File: src/rtl/transmissor_pkg.sv
// rtl/transmissor_pkg.sv - shared state encoding, parity modes and frame sizing for transmissor_serial
package transmissor_pkg;

    typedef enum logic [2:0] {
        IDLE,
        DEBOUNCE,
        START,
        DADOS,
        PARIDADE,
        STOP,
        ESPERA_SOLTAR
    } state_t;

    localparam int PAR_NONE = 0;
    localparam int PAR_EVEN = 1;
    localparam int PAR_ODD  = 2;

    // Number of bit slots in one frame: start, payload, optional parity, stop(s)
    function automatic int frame_bits(input int data_w, input int instr_w,
                                      input int parity, input int stop_bits);
        return 1 + data_w + instr_w + ((parity != PAR_NONE) ? 1 : 0) + stop_bits;
    endfunction

    // Frame duration in clock cycles
    function automatic int frame_len(input int data_w, input int instr_w, input int clks_per_bit,
                                     input int parity, input int stop_bits);
        return clks_per_bit * frame_bits(data_w, instr_w, parity, stop_bits);
    endfunction

endpackage

File: src/rtl/transmissor_serial_if.sv
// rtl/transmissor_serial_if.sv - request/payload/line bundle between a requester and transmissor_serial
interface transmissor_serial_if #(
    parameter int DATA_W  = 4,
    parameter int INSTR_W = 4
);
    logic               botao;
    logic [DATA_W-1:0]  dado;
    logic [INSTR_W-1:0] instrucao;
    logic               out;
    logic               ocupado;
    logic               pronto;

    modport master (
        output botao,
        output dado,
        output instrucao,
        input  out,
        input  ocupado,
        input  pronto
    );

    modport slave (
        input  botao,
        input  dado,
        input  instrucao,
        output out,
        output ocupado,
        output pronto
    );
endinterface

File: src/rtl/transmissor_serial_debouncer.sv
// rtl/transmissor_serial_debouncer.sv - button debounce and one-frame-per-press gating
module debouncer_botao
    import transmissor_pkg::*;
#(
    parameter int DEBOUNCE_CYCLES = 3
) (
    input  logic clock,
    input  logic reset_n,
    input  logic botao,
    input  logic frame_done,
    output logic accept
);

    localparam int DW = $clog2(DEBOUNCE_CYCLES + 1);
    localparam logic [DW-1:0] CNT_LAST = DW'(DEBOUNCE_CYCLES - 1);

    // START here stands for "a frame is in flight"; the frame FSM owns the finer states.
    state_t        st;
    logic [DW-1:0] deb_cnt;

    // accept fires on the cycle whose sample is the DEBOUNCE_CYCLES-th consecutive high one,
    // so the frame FSM can drop the line on that very edge.
    assign accept = botao &&
                    (((st == IDLE) && (DEBOUNCE_CYCLES == 1)) ||
                     ((st == DEBOUNCE) && (deb_cnt == CNT_LAST)));

    // Request qualification: count consecutive highs, hold off during a frame, wait for release after it
    always_ff @(posedge clock) begin
        if (!reset_n) begin
            st      <= IDLE;
            deb_cnt <= '0;
        end else begin
            unique case (st)
                IDLE: begin
                    if (botao) begin
                        if (DEBOUNCE_CYCLES == 1) begin
                            st <= START;
                        end else begin
                            st      <= DEBOUNCE;
                            deb_cnt <= DW'(1);
                        end
                    end
                end
                DEBOUNCE: begin
                    if (!botao) begin
                        st      <= IDLE;
                        deb_cnt <= '0;
                    end else if (deb_cnt == CNT_LAST) begin
                        st      <= START;
                        deb_cnt <= '0;
                    end else begin
                        deb_cnt <= deb_cnt + 1'b1;
                    end
                end
                START: begin
                    if (frame_done) begin
                        st <= botao ? ESPERA_SOLTAR : IDLE;
                    end
                end
                ESPERA_SOLTAR: begin
                    if (!botao) begin
                        st <= IDLE;
                    end
                end
                default: st <= IDLE;
            endcase
        end
    end

endmodule

File: src/rtl/transmissor_serial.sv
// rtl/transmissor_serial.sv - button-triggered LSB-first serial frame transmitter
module transmissor_serial
    import transmissor_pkg::*;
#(
    parameter int DATA_W          = 4,
    parameter int INSTR_W         = 4,
    parameter int CLKS_PER_BIT    = 1,
    parameter int DEBOUNCE_CYCLES = 3,
    parameter int PARITY          = 0,
    parameter int STOP_BITS       = 1
) (
    input  logic             clock,
    input  logic             reset_n,
    transmissor_serial_if.slave bus
);

    localparam int PAY_W = DATA_W + INSTR_W;
    localparam int NBITS = frame_bits(DATA_W, INSTR_W, PARITY, STOP_BITS);
    localparam int FLEN  = frame_len(DATA_W, INSTR_W, CLKS_PER_BIT, PARITY, STOP_BITS);
    localparam int CNT_W = $clog2(CLKS_PER_BIT + 1);
    localparam int IDX_W = $clog2(FLEN + 1);

    localparam logic [CNT_W-1:0] CNT_LAST     = CNT_W'(CLKS_PER_BIT - 1);
    localparam logic [IDX_W-1:0] IDX_LAST_PAY = IDX_W'(PAY_W);
    localparam logic [IDX_W-1:0] IDX_LAST     = IDX_W'(NBITS - 1);

    state_t             st;
    logic [PAY_W-1:0]   shreg;
    logic               par_bit;
    logic [CNT_W-1:0]   bit_cnt;
    logic [IDX_W-1:0]   bit_idx;
    logic               out_r;
    logic               ocupado_r;
    logic               pronto_r;

    logic               accept;
    logic               bit_end;
    logic               frame_done;
    logic [PAY_W-1:0]   payload;

    assign payload    = {bus.instrucao, bus.dado};
    assign bit_end    = (bit_cnt == CNT_LAST);
    assign frame_done = (st == STOP) && bit_end && (bit_idx == IDX_LAST);

    assign bus.out     = out_r;
    assign bus.ocupado = ocupado_r;
    assign bus.pronto  = pronto_r;

    debouncer_botao #(
        .DEBOUNCE_CYCLES (DEBOUNCE_CYCLES)
    ) u_debouncer (
        .clock      (clock),
        .reset_n    (reset_n),
        .botao      (bus.botao),
        .frame_done (frame_done),
        .accept     (accept)
    );

    // Frame sequencer: bit_idx names the frame slot currently on the line (0 = start bit)
    always_ff @(posedge clock) begin
        if (!reset_n) begin
            st        <= IDLE;
            shreg     <= '0;
            par_bit   <= 1'b0;
            bit_cnt   <= '0;
            bit_idx   <= '0;
            out_r     <= 1'b1;
            ocupado_r <= 1'b0;
            pronto_r  <= 1'b0;
        end else begin
            pronto_r <= 1'b0;
            unique case (st)
                IDLE: begin
                    if (accept) begin
                        shreg     <= payload;
                        par_bit   <= (PARITY == PAR_ODD) ? ~(^payload) : (^payload);
                        bit_cnt   <= '0;
                        bit_idx   <= '0;
                        out_r     <= 1'b0;
                        ocupado_r <= 1'b1;
                        st        <= START;
                    end
                end
                START, DADOS, PARIDADE, STOP: begin
                    if (!bit_end) begin
                        bit_cnt <= bit_cnt + 1'b1;
                    end else begin
                        bit_cnt <= '0;
                        bit_idx <= bit_idx + 1'b1;
                        unique case (st)
                            START: begin
                                out_r <= shreg[0];
                                shreg <= shreg >> 1;
                                st    <= DADOS;
                            end
                            DADOS: begin
                                if (bit_idx == IDX_LAST_PAY) begin
                                    if (PARITY != PAR_NONE) begin
                                        out_r <= par_bit;
                                        st    <= PARIDADE;
                                    end else begin
                                        out_r <= 1'b1;
                                        st    <= STOP;
                                    end
                                end else begin
                                    out_r <= shreg[0];
                                    shreg <= shreg >> 1;
                                end
                            end
                            PARIDADE: begin
                                out_r <= 1'b1;
                                st    <= STOP;
                            end
                            STOP: begin
                                if (bit_idx == IDX_LAST) begin
                                    bit_idx   <= '0;
                                    ocupado_r <= 1'b0;
                                    pronto_r  <= 1'b1;
                                    st        <= IDLE;
                                end
                            end
                            default: st <= IDLE;
                        endcase
                    end
                end
                default: st <= IDLE;
            endcase
        end
    end

endmodule

File: src/flat_wrapper.sv
// flat-port wrapper written by rule: the top's interface ports become plain ports
module transmissor_serial_flat import transmissor_pkg::*;
#(
    parameter int DATA_W          = 4,
    parameter int INSTR_W         = 4,
    parameter int CLKS_PER_BIT    = 1,
    parameter int DEBOUNCE_CYCLES = 3,
    parameter int PARITY          = 0,
    parameter int STOP_BITS       = 1
)
  (clock, reset_n, bus_botao, bus_dado, bus_instrucao, bus_out, bus_ocupado, bus_pronto);
  transmissor_serial_if #(.DATA_W(DATA_W), .INSTR_W(INSTR_W)) bus_i ();
  input  logic clock;
  input  logic reset_n;
  input wire logic [$bits(bus_i.botao)-1:0] bus_botao;
  input wire logic [$bits(bus_i.dado)-1:0] bus_dado;
  input wire logic [$bits(bus_i.instrucao)-1:0] bus_instrucao;
  output wire logic [$bits(bus_i.out)-1:0] bus_out;
  output wire logic [$bits(bus_i.ocupado)-1:0] bus_ocupado;
  output wire logic [$bits(bus_i.pronto)-1:0] bus_pronto;
  assign bus_i.botao = bus_botao;
  assign bus_i.dado = bus_dado;
  assign bus_i.instrucao = bus_instrucao;
  assign bus_out = bus_i.out;
  assign bus_ocupado = bus_i.ocupado;
  assign bus_pronto = bus_i.pronto;
  transmissor_serial #(.DATA_W(DATA_W), .INSTR_W(INSTR_W), .CLKS_PER_BIT(CLKS_PER_BIT), .DEBOUNCE_CYCLES(DEBOUNCE_CYCLES), .PARITY(PARITY), .STOP_BITS(STOP_BITS)) u_core (.clock(clock), .reset_n(reset_n), .bus(bus_i));
endmodule
File: config.mk
export PLATFORM = sky130hd
export DESIGN_NAME = transmissor_serial_flat
export DESIGN_NICKNAME = d
export VERILOG_FILES = /design/src/rtl/transmissor_pkg.sv /design/src/rtl/transmissor_serial_if.sv /design/src/rtl/transmissor_serial_debouncer.sv /design/src/rtl/transmissor_serial.sv /design/src/flat_wrapper.sv
export SDC_FILE = /design/constraint.sdc
export NUM_CORES = 1
export LEC_CHECK = 0
export ABC_AREA = 1
export BUFFER_PORTS_ARGS = -buffer_cell sky130_fd_sc_hd__buf_2
export CELL_PAD_IN_SITES_DETAIL_PLACEMENT = 1
export CELL_PAD_IN_SITES_GLOBAL_PLACEMENT = 1
export CORE_MARGIN = 2
export CORE_UTILIZATION = 40
export CTS_CLUSTER_DIAMETER = 30
export CTS_CLUSTER_SIZE = 14
export DETAILED_ROUTE_END_ITERATION = 7
export GPL_ROUTABILITY_DRIVEN = 0
export PLACE_DENSITY_LB_ADDON = 0.1
export SLEW_MARGIN = 40
export SYNTH_ARGS = -nofsm -noshare
export SYNTH_HDL_FRONTEND = slang
export SYNTH_SLANG_ARGS = --single-unit
File: constraint.sdc
create_clock -name clock -period 1.6 [get_ports clock]
set_input_delay 0.16 -clock clock [delete_from_list [all_inputs] [get_ports clock]]
set_output_delay 0.16 -clock clock [all_outputs]
set_load 0.02 [all_outputs]
After elaboration in Yosys (flattened, before gate mapping)
Cells that the tools add are included.
Storage, ports and cells
  bits in registers: 24
  bits in latches: 0
  RAM bits: 0
  bits in read-only memories: 0
  output and inout bits: 3
  logic and storage cells: 97
  memories kept: 0
Operators by class
  add/subtract/negate cells: 3
  $mul: 0
  divide/modulo/power cells: 0
  order comparisons: 0
  equal/unequal tests: 23
  shifts and indexed selects: 0
  mux-type cells: 40
  bitwise operators: 4
  reduce and logical (&&, ||, !) cells: 18
Operator list (number)
  8-bit one-hot mux with 2 select lines: 2
  3-bit two-way mux: 10
  8-bit two-way mux: 3
  3-bit one-hot mux with 4 select lines: 2
  4-bit two-way mux: 4
  4-bit AND reduction: 3
  5-bit AND reduction: 2
  3-bit by 2-bit equality test with 1-bit output (second input constant): 3
  3-bit equality test (second input constant): 3
  1-bit two-way mux: 9
  4-bit equality test (second input constant): 2
  2-bit by 1-bit inequality test with 1-bit output (second input constant): 4
  4-bit one-hot mux with 2 select lines: 1
  4-bit OR reduction: 2
  3-bit zero test: 2
  2-bit two-way mux: 3
  2-bit inequality test (second input constant): 3
  3-bit by 2-bit inequality test with 1-bit output (second input constant): 2
  3-bit inequality test (second input constant): 2
  1-bit one-hot mux with 2 select lines: 3
  3-bit one-hot mux with 2 select lines: 1
  4-bit by 1-bit adder with 4-bit output (second input constant): 1
  1-bit logical AND: 4
  4-bit by 1-bit inequality test with 1-bit output (second input constant): 1
  11 further kinds: 16

Logic depth before layout (Yosys ltp)
Gate-level depths: netlist of the first run.
  depth after elaboration: 5
  mapped depth: 10
  mapped depth without buffers: 9

Modules after synthesis
A second synthesis of the first run with hierarchy kept.
Unflattened totals
  cell total of the unflattened synthesis: 211
  area, all modules: 1320.0 um2
Modules (own cells, without submodules)
  transmissor_serial: instances 1, cells an instance 161, area an instance 985.9 um2
  debouncer_botao: instances 1, cells an instance 50, area an instance 334.1 um2

Worst setup path before layout of the first run
OpenSTA, ideal clock, no wires.
  kind: register to register
  from: register u_core.bit_idx[0]
  to: register u_core.shreg[6]
  setup time: 112 ps
  data arrival time: 1237 ps
  required time: 1488 ps
  path slack: 251 ps
  stages on the path, launching flop included: 10
  buffers on the path: 1
  clock period less this slack: 1349 ps
  cell sequence: dfxtp_1 > inv_1 > ha_1 > nand3_1 > nand2_1 > nand2_2 > nand3_4 > buf_6 > nor2_2 > nor2_2
On the way
  word-level cells in the longest chain between the ends: 3
RTL lines
  start, declared: RTL line transmissor_serial.sv:31  | logic [IDX_W-1:0] bit_idx;
  start signal, assigned: RTL line transmissor_serial.sv:89  | bit_idx <= bit_idx + 1'b1;
  4-bit equality test: RTL line transmissor_serial.sv:97  | if (bit_idx == IDX_LAST_PAY) begin
  3-bit inequality test (no line)
  5-bit AND reduction (no line)
  end signal, assigned: RTL line transmissor_serial.sv:75  | shreg <= payload;
  end signal, assigned: RTL line transmissor_serial.sv:93  | shreg <= shreg >> 1;
  end signal, assigned: RTL line transmissor_serial.sv:107  | shreg <= shreg >> 1;
  end, declared: RTL line transmissor_serial.sv:28  | logic [PAY_W-1:0] shreg;
No other way between the ends.
A chain may end at the register's enable or synchronous reset.

Worst setup path after layout of the first run
  from: register u_core.st[1]
  to: register u_core.shreg[0]
On the way
  word-level cells in the longest chain between the ends: 4
RTL lines
  start, declared: RTL line transmissor_serial.sv:27  | state_t st;
  start signal, assigned: RTL line transmissor_serial.sv:62  | st <= IDLE;
  start signal, assigned: RTL line transmissor_serial.sv:81  | st <= START;
  start signal, assigned: RTL line transmissor_serial.sv:94  | st <= DADOS;
  3-bit by 2-bit equality test with 1-bit output / 3-bit equality test (equally long branches): RTL line transmissor_serial.sv:72, transmissor_serial.sv:90
  4-bit OR reduction / 8-bit one-hot mux with 2 select lines (equally long branches): RTL line transmissor_serial.sv:72, transmissor_serial.sv:90
  3-bit inequality test (no line) (tied with other cells)
  5-bit AND reduction (no line) / 8-bit one-hot mux with 2 select lines (equally long branches)
Several ways; a longest one is shown, not always the timed one. The select of a mux whose other input is x is not followed.

==> results of run 1 <==
## where the power goes
group / leakage (nW) / internal (mW) / switching [mW]
clock network: 0.0177 / 0.0931 / 0.167
logic: 0.465 / 0.0477 / 0.0780
registers: 0.187 / 0.591 / 0.0158
## worst reg2reg max path, cell delays in order (launching register included)
cell and delay [ps]:
dfxtp_1 490, inv_2 90, nand2_1 100, nand3_2 170
buf_4 240, nand2_1 70, o21ai_1 70, nor2_1 100
nor2_1 60
## registers in the layout, indices dropped and copies added, names as in the netlist
| register | flops |
|---|---|
| u_core.u_debouncer.st | 3 |
| u_core.bus.ocupado | 1 |
| u_core.st | 3 |
| u_core.bit_idx | 4 |
| u_core.bus.out | 1 |
| u_core.shreg | 8 |
| u_core.bus.pronto | 1 |
| u_core.u_debouncer.deb_cnt | 2 |
## timing repair
item                                    in CTS  in global routing
endpoints found under the hold margin        0                  0
gates resized for setup                      0                  1
endpoints found under the setup margin       0                  8
hold buffers                                 0                  0
## cell type report
class,count,area [um2]
fill,427,1630
multi-input combinational,134,658
sequential,23,462
inverter,32,120
timing repair buffer,14,72.6
tap,44,55.1
clock buffer,3,22.5
clock inverter,1,5.00
## metrics by stage
| stage | utilization, % | total power [mW] | hold WS, ps | cell area (um2) | worst slack, ps |
|---|---|---|---|---|---|
| CTS | 46.0 | 1.01 | 153 | 1390 | 113 |
| detailed placement | 45.1 | 0.748 | 463 | 1370 | 130 |
| global placement | 45.1 | 0.743 | 451 | 1370 | 205 |
| floorplan | - | 0.713 | 325 | 1270 | 251 |
| finish | 46.1 | 0.993 | 162 | 1400 | 140 |
| global route | 46.1 | 1.05 | 184 | 1400 | 18.4 |
## worst max path at each step
stage / startpoint / to / slack, ps / cells past startpoint
after global routing: u_core.bit_idx[1]$_SDFFE_PN0P_ / u_core.shreg[0]$_SDFFE_PN0P_ / 20 / 9
final: u_core.st[1]$_SDFFE_PN0P_ / u_core.shreg[0]$_SDFFE_PN0P_ / 140 / 8
after CTS: u_core.bit_idx[0]$_SDFFE_PN0P_ / u_core.shreg[1]$_SDFFE_PN0P_ / 110 / 9
after global placement: u_core.bit_idx[0]$_SDFFE_PN0P_ / u_core.shreg[0]$_SDFFE_PN0P_ / 210 / 8
after floorplan: u_core.bit_idx[0]$_SDFFE_PN0P_ / u_core.shreg[6]$_SDFFE_PN0P_ / 250 / 9
after detailed placement: u_core.bit_idx[0]$_SDFFE_PN0P_ / u_core.shreg[0]$_SDFFE_PN0P_ / 130 / 8
## cells by family after synthesis
group           Yosys count
simple gates            106
buf+inv                  37
compound gates           23
flops                    23
fa+ha+maj                 3
xor+xnor                  2
## cell usage in the layout (no fill, tap or decap)
cell type	n
dfxtp_1	22
xor2_1	1
nand3_4	1
o211ai_1	2
a211oi_1	1
nor3_1	1
nor2_4	1
ha_1	3
buf_4	1
nand3_1	12
nand4_1	2
inv_1	26
o21ai_0	3
clkbuf_4	3
buf_2	13
nand2_1	50
o21ai_1	6
nand2_2	4
nand3_2	3
a31oi_1	1
inv_2	6
o21a_1	1
dfxtp_2	1
xnor2_1	1
nor2_2	3
clkinv_2	1
nor2_1	29
a21oi_1	9
## metal layers
layer,part of all wire [%],up-vias,track usage [%]
met5,0,-,0
met4,0.57,0,4.76
met3,1.9,2,1.95
met2,46,7,28.7
met1,52,537,21.2
li1,-,621,-
==> run_results.csv, run 1 <==
group,metric,value,unit
setup_path,worst_setup_path_end_kind,"flop",
die,pin_count,14,
grt,grt_antenna_before_repair,0,
synthesis,synthXorXnorAreaFrac,1.38,%
setup_path,worst_ep_required_time,1820,ps
synthesis,synth_area_leaders,"dfxtp_1, nand2_1, nor2_1, inv_1, nand3_1",
die,core,3030,um2
setup_path,reg2regPathDepth,8,
synthesis,syn_inst,194,
cells_and_area,area_growth,9.96,%
grt,grt_pass1_vias,1090,
power,vdd_ir_drop_max,541,uV
synthesis,async_flop_share,0,%
synthesis,synth_top_area_cell,"dfxtp_1",
synthesis,syn_area,1270,um2
setup_path,crit_family,"simple AND/OR/NAND/NOR gates",
setup_path,critPathArrivalTime,1680,ps
timing,setup_viol,0,
synthesis,synth_compound_area_share,9.96,%
setup_path,path_cells,"inv_2 -> nand2_1 -> nand3_2 -> buf_4 -> nand2_1 -> o21ai_1 -> nor2_1 -> nor2_1",
setup_path,reg2reg_from,"u_core.st[1]$_SDFFE_PN0P_",
power,pwr_density_cell,712,nW/um2
cells_and_area,insertedDiodeCount,0,
clocking,cts_root_buffer,"clkbuf_4",
min_path,whs_endpoint,"u_core.bus.out$_SDFFE_PN1P_",
setup_path,critPathMaxFanout,15,
detailed_routing,drcViolationCount,0,
clocking,htree_levels,1,
synthesis,yosysTopAreaCellShare,36.3,%
die,std_cell_rows,20,
synthesis,synth_edf_count,0,
clocking,cts_tree,"done",
synthesis,synth.distinct_cells,26,
synthesis,synth.most_common_cell,"nand2_1",
synthesis,ys_seq_area_share,36.3,%
placement,placed_cells,247,
detailed_routing,final_antenna_net_count,0,
synthesis,yosys.area_share.simple,37.6,%
setup_path,cpMaxStageDelayCell,"dfxtp_1",
setup_path,timing.rr.end,"u_core.shreg[0]$_SDFFE_PN0P_",
min_path,hold_start,"reset_n",
synthesis,synth_top_family_by_area,"simple AND/OR/NAND/NOR gates",
placement,io_buffers,13,
clocking,cts_buffers,3,
timing,hold_viol,0,
grt,grt-ovfl-total,0,
timing,worst_slew_pin_slew,416,ps
clocking,clock_latency,300,ps
min_path,hold-path-cell-count,2,
setup_path,critPathBufInv,2,
min_path,hold_class,"in2reg",
cells_and_area,final_cells,251,
detailed_routing,viasPerCell,4.65,
clocking,clkTransAtPathRegs,130,ps
timing,skew,10.6,ps
die,start_util,41.9,%
timing,max-slew-margin-rel,72.2,%
flow_run,cap_violations,0,
power,p_leak,0.669,nW
die,fp.dieW,60.3,um
timing,rsz0062_at_grt,"false",
placement,hpwl,2110,um
detailed_routing,firstDrtPassIters,2,
detailed_routing,drt-total-wl,2640,um
synthesis,synthTopCellsByCount,"nand2_1, nor2_1, inv_1",
setup_path,critPathKind,"reg2reg",
timing,finalCritPeriodShare,91.3,%
synthesis,synth-adder-area-share,2.96,%
grt,grt_max_degree,18,
clocking,cts_setup_buffers,0,
synthesis,synthMuxAreaShare,0,%
timing,max_freq,0.685,GHz
die,dieHeight,60.3,um
synthesis,syn_area_per_cell,6.54,um2
timing,slew_viol_final,0,
synthesis,syn_nets,208,
timing,tns,0,ps
synthesis,synth_flop_cell,"dfxtp_1",
cells_and_area,layout-drive-gt1-share,17.9,%
detailed_routing,vias,1167,
die,dieArea,3640,um2
grt,grt_pass1_wl,4560,um
cells_and_area,nets,222,
timing,post-route-min-period,1460,ps
detailed_routing,post_drt_wl_per_cell,10.5,um
setup_path,cp-start-kind,"flop",
clocking,clk_path_buf_depth,2,
run_status,status,"complete, no violations",
synthesis,ys_ff_latch,23,
detailed_routing,drt_iter0_markers,25,
setup_path,cpPeakStageDelay,490,ps
synthesis,yosysWarningCount,0,
grt,grt_usage,16.5,%
clocking,cts_sinks,23,
setup_path,ff2ff_setup_slack,140,ps
Note: power is estimated with default switching activity, not from simulation.
==> run 2: changes to the inputs <==
- SETUP_SLACK_MARGIN: default -> 0.5
- TNS_END_PERCENT: default -> 5
==> run 2 against run 1 <==
Sequential power is 0.8% lower. Fmax is 15% higher. Critical path depth stayed put. Via count is 4.5% higher. Clock skew is 1.2 ps higher. Die area stayed put. Sequential cell count stayed put. Worst hold slack worse by 14 ps. Critical path type unchanged. Largest power group unchanged. Highest routed layer unchanged.
==> run_results.csv, run 2 (synthesized netlist as in run 1, its figures left out) <==
group,metric,value,unit
run_status,status,"complete, no violations",
setup_path,worst_ep_required_time,1830,ps
timing,max_freq,0.788,GHz
clocking,clk_path_buf_depth,2,
min_path,hold_class,"in2reg",
power,pwr_density_cell,643,nW/um2
timing,tns,0,ps
power,pwr-share-seq,59.1,%
power,finalPower,1.02,mW
placement,io_buffers,13,
power,internal-power,0.732,mW
timing,finalCritPeriodShare,79.3,%
timing,skew,11.8,ps
clocking,cts_tree,"done",
setup_path,ff2ff_setup_slack,330,ps
timing,worst_slew_pin_slew,410,ps
die,pin_count,14,
setup_path,critPathMostFrequentCell,"nor2_1",
clocking,htree_levels,1,
clocking,hold_buffers,0,
detailed_routing,vias,1220,
setup_path,timing.rr.end,"u_core.shreg[2]$_SDFFE_PN0P_",
setup_path,path_cells,"inv_2 -> ha_4 -> nand3_2 -> nand2_2 -> nand2_4 -> nand3_4 -> nor2_1 -> nor2_1",
power,power.share.switching,28.2,%
clocking,cts_buffers,3,
setup_path,cpPeakStageDelay,390,ps
timing,worst_slack,331,ps
cells_and_area,largest-register,"u_core.shreg",
die,dieArea,3640,um2
grt,grt_usage,18.3,%
die,start_util,41.9,%
grt,grt-ovfl-total,0,
clocking,cts_root_buffer,"clkbuf_4",
cells_and_area,nets,227,
clocking,cts_sinks,23,
detailed_routing,final_antenna_net_count,0,
timing,hold_viol,0,
detailed_routing,viasPerCell,4.77,
cells_and_area,multiInputGateArea,797,um2
cells_and_area,final_common_cell,"nand2_1",
grt,grt_max_degree,16,
grt,grt_pass1_vias,1196,
timing,max-slew-margin-rel,72.6,%
detailed_routing,post_drt_wl_per_cell,12.1,um
setup_path,critPathArrivalTime,1500,ps
die,dieHeight,60.3,um
setup_path,critPathKind,"reg2reg",
clocking,clkTransAtPathRegs,140,ps
timing,post-route-min-period,1270,ps
setup_path,reg2reg_from,"u_core.bit_idx[0]$_SDFFE_PN0P_",
cells_and_area,layout-drive-gt1-share,32.5,%
cells_and_area,area_growth,25.0,%
die,core,3030,um2
detailed_routing,firstDrtPassIters,4,
setup_path,cpMaxStageDelayCell,"dfxtp_4",
grt,grt_antenna_before_repair,0,
timing,slew_viol_final,0,
timing,rsz0062_at_grt,"true",
grt,grt_pass1_wl,5080,um
cells_and_area,utilization,52.4,%
placement,pre_cts_ws,219,ps
power,p_sw,0.287,mW
cells_and_area,largest_reg_flops,8,
cells_and_area,final_cell_mix,"nand2_1, inv_1, nor2_1, dfxtp_1, buf_2",
setup_path,reg2regPathDepth,8,
cells_and_area,register_area,478,um2
clocking,clock_latency,320,ps
power,combPwrFrac,13.6,%
placement,hpwl,2130,um
detailed_routing,drt-total-wl,3100,um
detailed_routing,drcViolationCount,0,
flow_run,cap_violations,0,
setup_path,critical_path.endpoint,"u_core.shreg[2]$_SDFFE_PN0P_",
setup_path,cp-start-kind,"flop",
cells_and_area,top_regs,"u_core.shreg: 8 flops, u_core.bit_idx: 4 flops",
die,std_cell_rows,20,
setup_path,critPathLaunch,"u_core.bit_idx[0]$_SDFFE_PN0P_",
power,p_leak,0.713,nW
cells_and_area,fill_cells,392,
setup_path,critPathMaxFanout,8,
die,fp.dieW,60.3,um
detailed_routing,drt_iter0_markers,37,
timing,hold_ws,149,ps
cells_and_area,insertedDiodeCount,0,
setup_path,worst_setup_path_end_kind,"flop",
timing,setup_viol,0,
power,clkPwrFrac,27.3,%
power,vdd_ir_drop_max,381,uV
run 2: changes by cell type in the layout (fill, tap and decap cells not counted), sizes merged:
cell,previous run,this run
buf,14,17
nand3,16,18
run 2: critical path, delay by kind of cell, from the launching register on:
kind / cells / cell delay [ps]
and+or+nand+nor: 6 / 600
buffers and inverters: 1 / 50
DFF: 1 / 390
adders and majority gates: 1 / 150
run 2: layout make-up:
class	count	area share [%]
multi-input cells	136	50.3
flip-flops and latches	23	30.1
inverters	32	7.58
repair buffers	17	6.79
well taps	44	3.47
clock buffers	3	1.42
clock inverters	1	0.316
run 2: worst min-delay path by stage:
stage                               startpoint                               endpoint  slack, ps  cells after the start
2_1_floorplan                        bus_botao  u_core.u_debouncer.st[0]$_SDFFE_PN0P_        320                      2
3_3_place_gp   u_core.bus.ocupado$_SDFFE_PN0P_        u_core.bus.ocupado$_SDFFE_PN0P_        460                      2
3_5_place_dp   u_core.bus.ocupado$_SDFFE_PN0P_        u_core.bus.ocupado$_SDFFE_PN0P_        470                      2
4_1_cts                                reset_n            u_core.bus.out$_SDFFE_PN1P_        150                      2
5_1_grt                              bus_botao  u_core.u_debouncer.st[0]$_SDFFE_PN0P_        180                      3
6_report                               reset_n            u_core.bus.out$_SDFFE_PN1P_        150                      2
run 2: power groups by stage:
stage	sequential (mW)	clock (mW)	combinational (mW)
after floorplan	0.617	0	0.0978
after global placement	0.619	0	0.126
after detailed placement	0.620	0	0.131
after CTS	0.604	0.283	0.137
after global routing	0.605	0.300	0.159
final	0.602	0.278	0.139
run 2: what timing repair did:
| action | CTS | global route |
|---|---|---|
| hold endpoints to repair | 0 | 0 |
| setup endpoints to repair | 19 | 23 |
| pin swaps | 5 | 5 |
| setup buffers | 2 | 1 |
| gates cloned | 2 | 0 |
| gates resized for setup | 21 | 16 |
run 2: metal layers:
layer  up-vias  track usage [%]  share of wire (%)
li1        641                -                  -
met1       567             24.0                 46
met2        10             31.1                 52
met3         2             1.95                2.0
met4         0             6.35               0.68
met5         -                0                  0
run 2: per-stage QoR:
step | instance area [um2] | cells
CTS | 1530 | 255
floorplan | 1290 | 194
detailed placement | 1390 | 247
finish | 1590 | 256
global placement | 1390 | 247
global route | 1590 | 256
